==> config.mk <==
export PLATFORM = sky130hd
export DESIGN_NAME = fp_add_sequencer
export DESIGN_NICKNAME = d
export VERILOG_FILES = /design/src/rtl/fp_pkg.sv /design/src/rtl/fp_add_sequencer_align_shift.sv /design/src/rtl/fp_add_sequencer.sv
export SDC_FILE = /design/constraint.sdc
export NUM_CORES = 1
export LEC_CHECK = 0
export BUFFER_PORTS_ARGS = -buffer_cell sky130_fd_sc_hd__buf_4
export CORE_ASPECT_RATIO = 0.75
export CORE_MARGIN = 1.5
export CORE_UTILIZATION = 50
export CTS_BUF_LIST = sky130_fd_sc_hd__clkbuf_16
export CTS_CLUSTER_DIAMETER = 50
export DETAILED_ROUTE_END_ITERATION = 16
export PLACE_DENSITY = 0.74
export SLEW_MARGIN = 20
export SYNTH_ARGS = -nofsm -noshare
export SYNTH_HDL_FRONTEND = slang
export SYNTH_SLANG_ARGS = --single-unit
==> constraint.sdc <==
create_clock -name clk -period 4.8 [get_ports clk]
set_input_delay 0.24 -clock clk [delete_from_list [all_inputs] [get_ports clk]]
set_output_delay 0.24 -clock clk [all_outputs]
set_load 0.01 [all_outputs]
==> src/rtl/fp_pkg.sv <==
// Shared single-precision add/subtract definitions: field widths, bias,
// sequencer state encoding, unpacked operand type and special constants.
package fp_pkg;

    localparam int EXP_W  = 8;
    localparam int FRAC_W = 23;
    localparam int MANT_W = 28;   // [27] carry, [26] hidden, [25:3] fraction, [2:0] g/r/s
    localparam int BIAS   = 127;

    localparam logic [31:0] FP_QNAN = 32'h7FC0_0000;
    localparam logic [31:0] FP_PINF = 32'h7F80_0000;

    typedef enum logic [2:0] {
        S_IDLE,
        S_ALIGN,
        S_ADD,
        S_NORM,
        S_ROUND,
        S_DONE
    } fp_state_t;

    typedef struct packed {
        logic              sign;
        logic [EXP_W-1:0]  exp;
        logic [MANT_W-1:0] mant;
    } fp_unpacked_t;

    // Unpack an IEEE single into the internal mantissa layout. Denormals
    // (exp = 0) are flushed to a signed zero. 'flip' inverts the sign.
    function automatic fp_unpacked_t fp_unpack(input logic [31:0] v, input logic flip);
        fp_unpacked_t u;
        u.sign = v[31] ^ flip;
        u.exp  = v[30:FRAC_W];
        if (v[30:FRAC_W] == '0)
            u.mant = '0;
        else
            u.mant = {1'b0, 1'b1, v[FRAC_W-1:0], 3'b000};
        return u;
    endfunction

endpackage

==> src/rtl/fp_add_sequencer_align_shift.sv <==
// fp_align_shift: combinational right shifter with sticky collection.
// Bits shifted out of the bottom are ORed into bit 0. A shift of W-1 or more
// leaves only the sticky bit, set when the input was non-zero.
module fp_align_shift #(
    parameter int W    = 28,
    parameter int SH_W = 8
) (
    input  logic [W-1:0]    din,
    input  logic [SH_W-1:0] shamt,
    output logic [W-1:0]    dout
);

    logic [W-1:0] lost_mask;
    logic [W-1:0] shifted;

    // Mark every bit position that falls off the bottom for this shift amount.
    for (genvar i = 0; i < W; i++) begin : g_mask
        assign lost_mask[i] = ({{(32-SH_W){1'b0}}, shamt} > 32'(i));
    end

    // Shift and fold the lost bits into the sticky position.
    always_comb begin
        shifted = din >> shamt;
        dout    = '0;
        if (shamt >= SH_W'(W-1))
            dout[0] = |din;
        else
            dout = {shifted[W-1:1], shifted[0] | (|(din & lost_mask))};
    end

endmodule

==> src/rtl/fp_add_sequencer.sv <==
// fp_add_sequencer: multi-cycle IEEE-754 single add/subtract.
// IDLE -> ALIGN -> ADD -> NORM (k extra cycles for left shifts) -> ROUND -> DONE.
// Optional macro FP_ADD_SPECIALS_EN: detects NaN/inf at capture and bypasses
// ALIGN straight to DONE; without it exp=255 is an ordinary exponent and the
// invalid flag is tied low.
module fp_add_sequencer #(
    parameter int MANT_W = fp_pkg::MANT_W,
    parameter int EXP_W  = fp_pkg::EXP_W
) (
    input  logic        clk,
    input  logic        rst_n,
    input  logic        in_valid,
    output logic        in_ready,
    input  logic [31:0] op_a,
    input  logic [31:0] op_b,
    input  logic        op_sub,
    output logic        out_valid,
    input  logic        out_ready,
    output logic [31:0] result,
    output logic [2:0]  flags,
    output logic        busy
);
    import fp_pkg::*;

    // Exponent is carried one bit wider so that overflow past 254 is visible.
    localparam logic [EXP_W:0] EXP_INF = (EXP_W+1)'(2*BIAS+1);
    localparam logic [EXP_W:0] EXP_ONE = (EXP_W+1)'(1);

    fp_state_t         state;
    fp_unpacked_t      opa, opb;
    logic              sign_q;
    logic              eff_sub_q;
    logic              flush_q;
    logic [EXP_W:0]    exp_q;
    logic [MANT_W-1:0] mant_q;
    logic [MANT_W-1:0] sml_q;
    logic [31:0]       result_q;
    logic [1:0]        flags_q;      // {overflow, inexact}
    logic              inv_bit;
    logic              out_valid_q, in_ready_q, busy_q;

    // ---------------- ALIGN: order operands and align the small one -------
    logic              a_ge, mag_eq;
    logic              grt_sign;
    logic [EXP_W-1:0]  grt_exp, sml_exp, exp_diff;
    logic [MANT_W-1:0] grt_mant, sml_mant, sml_aligned;

    assign a_ge     = {opa.exp, opa.mant} >= {opb.exp, opb.mant};
    assign mag_eq   = {opa.exp, opa.mant} == {opb.exp, opb.mant};
    assign grt_sign = a_ge ? opa.sign : opb.sign;
    assign grt_exp  = a_ge ? opa.exp  : opb.exp;
    assign grt_mant = a_ge ? opa.mant : opb.mant;
    assign sml_exp  = a_ge ? opb.exp  : opa.exp;
    assign sml_mant = a_ge ? opb.mant : opa.mant;
    assign exp_diff = grt_exp - sml_exp;

    fp_align_shift #(.W(MANT_W), .SH_W(EXP_W)) u_align (
        .din   (sml_mant),
        .shamt (exp_diff),
        .dout  (sml_aligned)
    );

    // ---------------- ROUND: nearest-even on guard/round/sticky -----------
    logic                rnd_up, inexact;
    logic [MANT_W-3-1:0] rnd_sum;    // carry + hidden + fraction
    logic [EXP_W:0]      rnd_exp;

    assign inexact = |mant_q[2:0];
    assign rnd_up  = mant_q[2] & (mant_q[1] | mant_q[0] | mant_q[3]);
    assign rnd_sum = {1'b0, mant_q[MANT_W-2:3]} + (MANT_W-3)'(rnd_up);
    // A rounding carry leaves an all-zero fraction, so only the exponent moves.
    assign rnd_exp = exp_q + {{EXP_W{1'b0}}, rnd_sum[MANT_W-4]};

`ifdef FP_ADD_SPECIALS_EN
    // ---------------- Specials detection on the raw inputs -----------------
    logic        a_max, b_max, a_nan, b_nan, a_inf, b_inf, b_sgn;
    logic        sp_hit, sp_inv;
    logic [31:0] sp_res;
    logic        sp_hit_q, sp_inv_q;
    logic [31:0] sp_res_q;

    assign a_max = (op_a[30:FRAC_W] == '1);
    assign b_max = (op_b[30:FRAC_W] == '1);
    assign a_nan = a_max & (|op_a[FRAC_W-1:0]);
    assign b_nan = b_max & (|op_b[FRAC_W-1:0]);
    assign a_inf = a_max & ~(|op_a[FRAC_W-1:0]);
    assign b_inf = b_max & ~(|op_b[FRAC_W-1:0]);
    assign b_sgn = op_b[31] ^ op_sub;

    // Classify the operand pair: NaN in, inf - inf, or a single infinity.
    always_comb begin
        sp_hit = 1'b1;
        sp_inv = 1'b0;
        sp_res = '0;
        if (a_nan | b_nan) begin
            sp_res = FP_QNAN;
            sp_inv = 1'b1;
        end else if (a_inf & b_inf) begin
            if (op_a[31] != b_sgn) begin
                sp_res = FP_QNAN;
                sp_inv = 1'b1;
            end else begin
                sp_res = {op_a[31], FP_PINF[30:0]};
            end
        end else if (a_inf) begin
            sp_res = {op_a[31], FP_PINF[30:0]};
        end else if (b_inf) begin
            sp_res = {b_sgn, FP_PINF[30:0]};
        end else begin
            sp_hit = 1'b0;
        end
    end

    assign inv_bit = sp_inv_q;
`else
    assign inv_bit = 1'b0;
`endif

    // Sequencer FSM with registered handshake outputs and datapath.
    always_ff @(posedge clk or negedge rst_n) begin
        if (!rst_n) begin
            state       <= S_IDLE;
            opa         <= '0;
            opb         <= '0;
            sign_q      <= 1'b0;
            eff_sub_q   <= 1'b0;
            flush_q     <= 1'b0;
            exp_q       <= '0;
            mant_q      <= '0;
            sml_q       <= '0;
            result_q    <= '0;
            flags_q     <= '0;
            out_valid_q <= 1'b0;
            in_ready_q  <= 1'b1;
            busy_q      <= 1'b0;
`ifdef FP_ADD_SPECIALS_EN
            sp_hit_q    <= 1'b0;
            sp_inv_q    <= 1'b0;
            sp_res_q    <= '0;
`endif
        end else begin
            case (state)
                S_IDLE: begin
                    if (in_valid) begin
                        opa        <= fp_unpack(op_a, 1'b0);
                        opb        <= fp_unpack(op_b, op_sub);
`ifdef FP_ADD_SPECIALS_EN
                        sp_hit_q   <= sp_hit;
                        sp_inv_q   <= sp_inv;
                        sp_res_q   <= sp_res;
`endif
                        in_ready_q <= 1'b0;
                        busy_q     <= 1'b1;
                        state      <= S_ALIGN;
                    end
                end
                S_ALIGN: begin
`ifdef FP_ADD_SPECIALS_EN
                    if (sp_hit_q) begin
                        result_q    <= sp_res_q;
                        flags_q     <= 2'b00;
                        out_valid_q <= 1'b1;
                        state       <= S_DONE;
                    end else begin
`else
                    begin
`endif
                        // Exact cancellation of opposite signs yields +0.
                        sign_q    <= (mag_eq && (opa.sign != opb.sign)) ? 1'b0 : grt_sign;
                        eff_sub_q <= opa.sign ^ opb.sign;
                        exp_q     <= {1'b0, grt_exp};
                        mant_q    <= grt_mant;
                        sml_q     <= sml_aligned;
                        state     <= S_ADD;
                    end
                end
                S_ADD: begin
                    mant_q <= eff_sub_q ? (mant_q - sml_q) : (mant_q + sml_q);
                    state  <= S_NORM;
                end
                S_NORM: begin
                    if (mant_q[MANT_W-1]) begin
                        mant_q <= {1'b0, mant_q[MANT_W-1:2], mant_q[1] | mant_q[0]};
                        exp_q  <= exp_q + EXP_ONE;
                        state  <= S_ROUND;
                    end else if (mant_q == '0) begin
                        sign_q <= 1'b0;
                        exp_q  <= '0;
                        state  <= S_ROUND;
                    end else if (mant_q[MANT_W-2]) begin
                        state  <= S_ROUND;
                    end else if (exp_q > EXP_ONE) begin
                        mant_q <= mant_q << 1;
                        exp_q  <= exp_q - EXP_ONE;
                    end else begin
                        // Would go subnormal: flush to a signed zero.
                        flush_q <= 1'b1;
                        state   <= S_ROUND;
                    end
                end
                S_ROUND: begin
                    if (flush_q) begin
                        result_q <= {sign_q, 31'b0};
                        flags_q  <= 2'b01;
                    end else if (rnd_exp >= EXP_INF) begin
                        result_q <= {sign_q, FP_PINF[30:0]};
                        flags_q  <= 2'b11;
                    end else begin
                        result_q <= {sign_q, rnd_exp[EXP_W-1:0], rnd_sum[FRAC_W-1:0]};
                        flags_q  <= {1'b0, inexact};
                    end
                    out_valid_q <= 1'b1;
                    state       <= S_DONE;
                end
                S_DONE: begin
                    if (out_ready) begin
                        out_valid_q <= 1'b0;
                        in_ready_q  <= 1'b1;
                        busy_q      <= 1'b0;
                        flush_q     <= 1'b0;
                        state       <= S_IDLE;
                    end
                end
                default: state <= S_IDLE;
            endcase
        end
    end

    assign in_ready  = in_ready_q;
    assign out_valid = out_valid_q;
    assign busy      = busy_q;
    assign result    = result_q;
    assign flags     = {flags_q, inv_bit};

endmodule

==> results.txt <==
- Of the total synthesized cell area, the portion taken by full adders, half adders and majority gates is 0.0636.
- Clock latency on the worst-skew pair, taken at its later pin, is 0.45 ns.
* Cell row count: 51
- Endpoint class of the critical path: register
- Primary flip-flop cell chosen by synthesis mapping: sky130_fd_sc_hd__dfrtp_1
* Stage delay of the slowest cell on the critical path: 0.42 ns
- The signal on the critical path passes through inv_1 -> ha_1 -> buf_4 -> a21oi_1 -> a21oi_1 -> o31ai_4 -> and3_4 -> nand3_1 -> o22ai_1 -> inv_1 -> ha_1 -> o311ai_2 -> a41o_1 -> a21oi_1 -> nor4_4 -> buf_4 -> nand2_2 -> o2111ai_2 -> mux2i_1 -> a31oi_1.
- The worst register-to-register path begins at opb[30].
- The count of endpoints failing hold in the final timing report came to 0.
* Post-synth ARST share: 1.00
- The clock period could shrink to 4.59 ns.
- The flow ran to the end, and the final reports show no timing, DRC or antenna violations.
* Number of cells produced by synthesis: 1643
- The floorplan step set the die width to 193 microns.
- Initial core utilization: 0.514
* Sequential element share of the synthesized area: 0.321
- Summing all multi-input logic gate instances after layout gives 8580 sq um.
- Via count of the first global-routing pass: 12.2k
- Largest family of logic cells by synthesized area: compound AO/OA/AOI/OAI gates
- Yosys mapped a number of flops with a built-in enable equal to 0.
* Area fraction in compound gates after synthesis: 0.256
- Synth-to-layout area growth: 15.0%
- Filler cell count: 2426
- In the final layout, flip-flops and latches occupy 4330 sq um.
* Number of violations of the max-capacitance limit: 0
- On the final layout, the worst clock skew is 0.0123 ns.
- Relative slew slack: 0.239
- After synthesis, the share of cell area in mux cells is 0.0601.
* Final clock period utilization by the worst path: 0.956
* Clock Root Buffer: sky130_fd_sc_hd__clkbuf_16
* Share of layout cells above drive strength 1: 0.155
* Total clock buffers created by CTS: 17
* Count of final max-slew check failures: 0
- The worst hold path terminates at opa[17].
* Number of design-rule violations left by the first detailed-router iteration: 1449
- For this run, design rule violations remaining after detail routing come to 0.
- After clock tree synthesis, the clock-pin slew on the worst setup and hold paths is 0.07 ns.
* Fraction of post-synthesis cell area in the top cell type by area: 0.319
- The startpoint identified for the worst hold timing path is op_a[14].
- Wire length of the first global-routing pass: 66.6 mm
- 107 I/O pins were placed.
- Cell occurring most often along the worst timing path: sky130_fd_sc_hd__a21oi_1
- Setup violations remaining at the end of the flow were counted as 0.
- Summing all non-filler instances in the final layout gives an area of 15500 sq um.
* First-pass DRT Iterations: 6
- On the critical path, the stage with the largest delay is an instance of sky130_fd_sc_hd__dfrtp_1.
- Placement-stage cell area: 14800 sq um
- Detailed placement ended at an HPWL of 31.4 mm.
- Routability-driven placement finished with a final weighted congestion of 1.00.
- XOR/XNOR share of the synthesized area: 0.0513
- In this run the worst path has a maximum fanout of 8.
- CTS H-tree depth: 4
- Of the total synthesized cell area, the portion taken by AND, OR, NAND and NOR gates is 0.195.
- Cell area after synthesis: 13500 sq um
- The worst setup path is launched from a register.
- Cell depth of the worst min-delay path: 2
* Syn. warnings: 0
- The core region is 26200 sq um.
* Global-route usage over all layers: 0.302
- Area enclosed by the die boundary: 28000 sq um
- Via-to-Cell Ratio: 6.31
- In this run the tool buffered the top-level ports with 105 buffer cells.
- For the pin with the worst max-slew slack, the measured transition is 1.14 ns.
- Final-layout setup total negative slack: 0 ns
* Synthesis-stage register bit count: 173
- For flop-to-flop paths, the worst setup slack is 0.21 ns.
- Setup repair after global routing left no endpoint under its margin.
* Achievable clock frequency: 0.218 GHz
- Counting distinct cell types in the post-synthesis netlist gives 93.
- Worst endpoint data arrival time: 4.91 ns
- The worst hold path belongs to the class in -> reg.
* Per-instance average area after synthesis: 8.21 sq um
- Final routed wirelength across all metal layers: 42.0 mm
* CTS max path bufs: 2
- Post-detailed-route count of antenna-violating nets: 0
- After global routing the overflow that remains totals 0.
* Maximum number of pins on one net before global-route repair: 103
- Number of antenna violations at the first check in global routing: 2
- # clock sinks: 173
* Net count of the mapped netlist: 1780
- In the final routed layout, each cell accounts on average for 20.2 microns.
- Layout net count: 1865
- By area the synthesized netlist is led by sky130_fd_sc_hd__dfrtp_1 32%, sky130_fd_sc_hd__ha_1 6.2%, sky130_fd_sc_hd__nand2_1 5.8%, sky130_fd_sc_hd__a21oi_1 5.4%, sky130_fd_sc_hd__o21ai_0 4.3%.
* Worst setup path category: reg -> reg
- CTS tree: done
- The largest total area in the synthesized netlist belongs to sky130_fd_sc_hd__dfrtp_1.
- Reg2reg end: sml_q[0]
- R2R depth: 20
- Across all layers, the routed design uses 13.2k vias.
* Required time at the endpoint of the critical path: 5.12 ns
- In this run the vertical extent of the chip is 145 microns.
## flip-flops by register name, indices dropped and copies added, names as in the netlist
signal / flops
result: 32
flags_q: 2
eff_sub_q: 1
sml_q: 27
opa: 33
mant_q: 28
out_valid: 1
state: 3
sign_q: 1
exp_q: 9
busy: 1
in_ready: 1
opb: 33
flush_q: 1
## timing repair
item                                    4_1_cts  5_1_grt
hold buffers                                 11        1
endpoints found under the setup margin        0       56
hold endpoints to repair                     81        1
resized for setup                             0       16
buffers inserted                              0        2
## cells in the final DEF, fill, tap and decap left out, types with 13 or more instances in the layout
master,synthesis,routed
sky130_fd_sc_hd__o21ai_1,16,18
sky130_fd_sc_hd__nand3_1,46,46
sky130_fd_sc_hd__ha_1,67,66
sky130_fd_sc_hd__xor2_1,21,19
sky130_fd_sc_hd__buf_4,5,161
sky130_fd_sc_hd__and3_1,19,18
sky130_fd_sc_hd__nor4_1,22,22
sky130_fd_sc_hd__a21oi_1,146,144
sky130_fd_sc_hd__o21ai_0,116,113
sky130_fd_sc_hd__nor3_1,39,38
sky130_fd_sc_hd__dfrtp_1,172,171
sky130_fd_sc_hd__nor2b_1,14,13
sky130_fd_sc_hd__a31oi_1,22,21
sky130_fd_sc_hd__nand4_1,16,16
sky130_fd_sc_hd__inv_1,65,66
sky130_fd_sc_hd__xnor2_1,58,55
sky130_fd_sc_hd__a22oi_1,13,13
sky130_fd_sc_hd__a21o_1,22,22
sky130_fd_sc_hd__nor2_1,112,110
sky130_fd_sc_hd__o22ai_1,13,13
sky130_fd_sc_hd__a211oi_1,19,18
sky130_fd_sc_hd__nand2b_1,13,13
sky130_fd_sc_hd__a22o_1,54,54
sky130_fd_sc_hd__nand2_1,210,210
sky130_fd_sc_hd__mux2_2,20,20
sky130_fd_sc_hd__a221oi_1,13,13
sky130_fd_sc_hd__mux2i_1,45,45
sky130_fd_sc_hd__clkbuf_16,0,17
## area by class of cell
type / count / area share
clock inverters: 15 / 0.00646
inverters: 66 / 0.0160
repair buffers: 177 / 0.0897
flip-flops and latches: 173 / 0.279
clock buffers: 17 / 0.0274
well taps: 344 / 0.0278
diodes: 1 / 0.000161
multi-input cells: 1293 / 0.553
## metal layers
metal / vias up / wire length (microns) / GRT usage / share of wire
li1: 6205 / - / - / -
met4: 0 / 873 / 0.0899 / 0.021
met3: 71 / 3980 / 0.0762 / 0.095
met1: 6270 / 19300 / 0.445 / 0.46
met2: 621 / 17900 / 0.429 / 0.43
met5: - / 0 / 0 / 0
## stage by stage
step                 util  worst slack [ns]  hold WS (ns)  cells
global placement    0.563             0.106         0.301   2039
finish              0.591             0.210        0.0115   2086
global route        0.591            0.0296      0.000880   2085
detailed placement  0.564            0.0610         0.302   2039
floorplan               -             0.452       -0.0556   1643
CTS                 0.588            0.0107      0.000436   2082
## synthesized netlist by cell type, types with 14 or more instances
| cell type | number |
|---|---|
| sky130_fd_sc_hd__nand3_1 | 46 |
| sky130_fd_sc_hd__a21oi_1 | 146 |
| sky130_fd_sc_hd__a211oi_1 | 19 |
| sky130_fd_sc_hd__nor3_1 | 39 |
| sky130_fd_sc_hd__xor2_1 | 21 |
| sky130_fd_sc_hd__dfrtp_1 | 172 |
| sky130_fd_sc_hd__inv_1 | 65 |
| sky130_fd_sc_hd__o21ai_0 | 116 |
| sky130_fd_sc_hd__and3_1 | 19 |
| sky130_fd_sc_hd__ha_1 | 67 |
| sky130_fd_sc_hd__nor2b_1 | 14 |
| sky130_fd_sc_hd__nand4_1 | 16 |
| sky130_fd_sc_hd__o21ai_1 | 16 |
| sky130_fd_sc_hd__nor2_1 | 112 |
| sky130_fd_sc_hd__mux2_2 | 20 |
| sky130_fd_sc_hd__a22o_1 | 54 |
| sky130_fd_sc_hd__xnor2_1 | 58 |
| sky130_fd_sc_hd__mux2i_1 | 45 |
| sky130_fd_sc_hd__clkbuf_1 | 86 |
| sky130_fd_sc_hd__a31oi_1 | 22 |
| sky130_fd_sc_hd__nand2_1 | 210 |
| sky130_fd_sc_hd__a21o_1 | 22 |
| sky130_fd_sc_hd__nor4_1 | 22 |
## critical path: cells and delay by family (launching register included)
| family | cells | cell delay (ns) |
|---|---|---|
| and+or+nand+nor | 4 | 0.69 |
| buffers and inverters | 4 | 0.58 |
| AOI/OAI and AO/OA | 9 | 2.05 |
| DFF | 1 | 0.42 |
| adders and majority gates | 2 | 0.52 |
| muxes | 1 | 0.21 |
## logic make-up (layout without fill, tap and decap cells)
logic type               count (synthesis)  count (layout)
flip-flops                             173             173
multiplexers                            71              71
buffers and inverters                  177             275
AO/OA/AOI/OAI                          527             527
XOR/XNOR                                79              79
other                                    1               2
adder cells (fa/ha/maj)                 68              68
AND/OR/NAND/NOR                        547             547
## how the worst max path moves through the flow
stage / startpoint / to / slack [ns] / depth (start not counted)
floorplan: mant_q[3] / result[0] / 0.45 / 19
global placement: opb[34] / sml_q[0] / 0.11 / 18
detailed placement: opb[34] / sml_q[0] / 0.06 / 18
CTS: opb[34] / sml_q[0] / 0.01 / 18
global route: sml_q[0] / mant_q[27] / 0.03 / 22
finish: opb[30] / sml_q[0] / 0.21 / 20
Power is not shown: default switching activity piles up to over one toggle a cycle in this logic, so the estimate is an artifact.
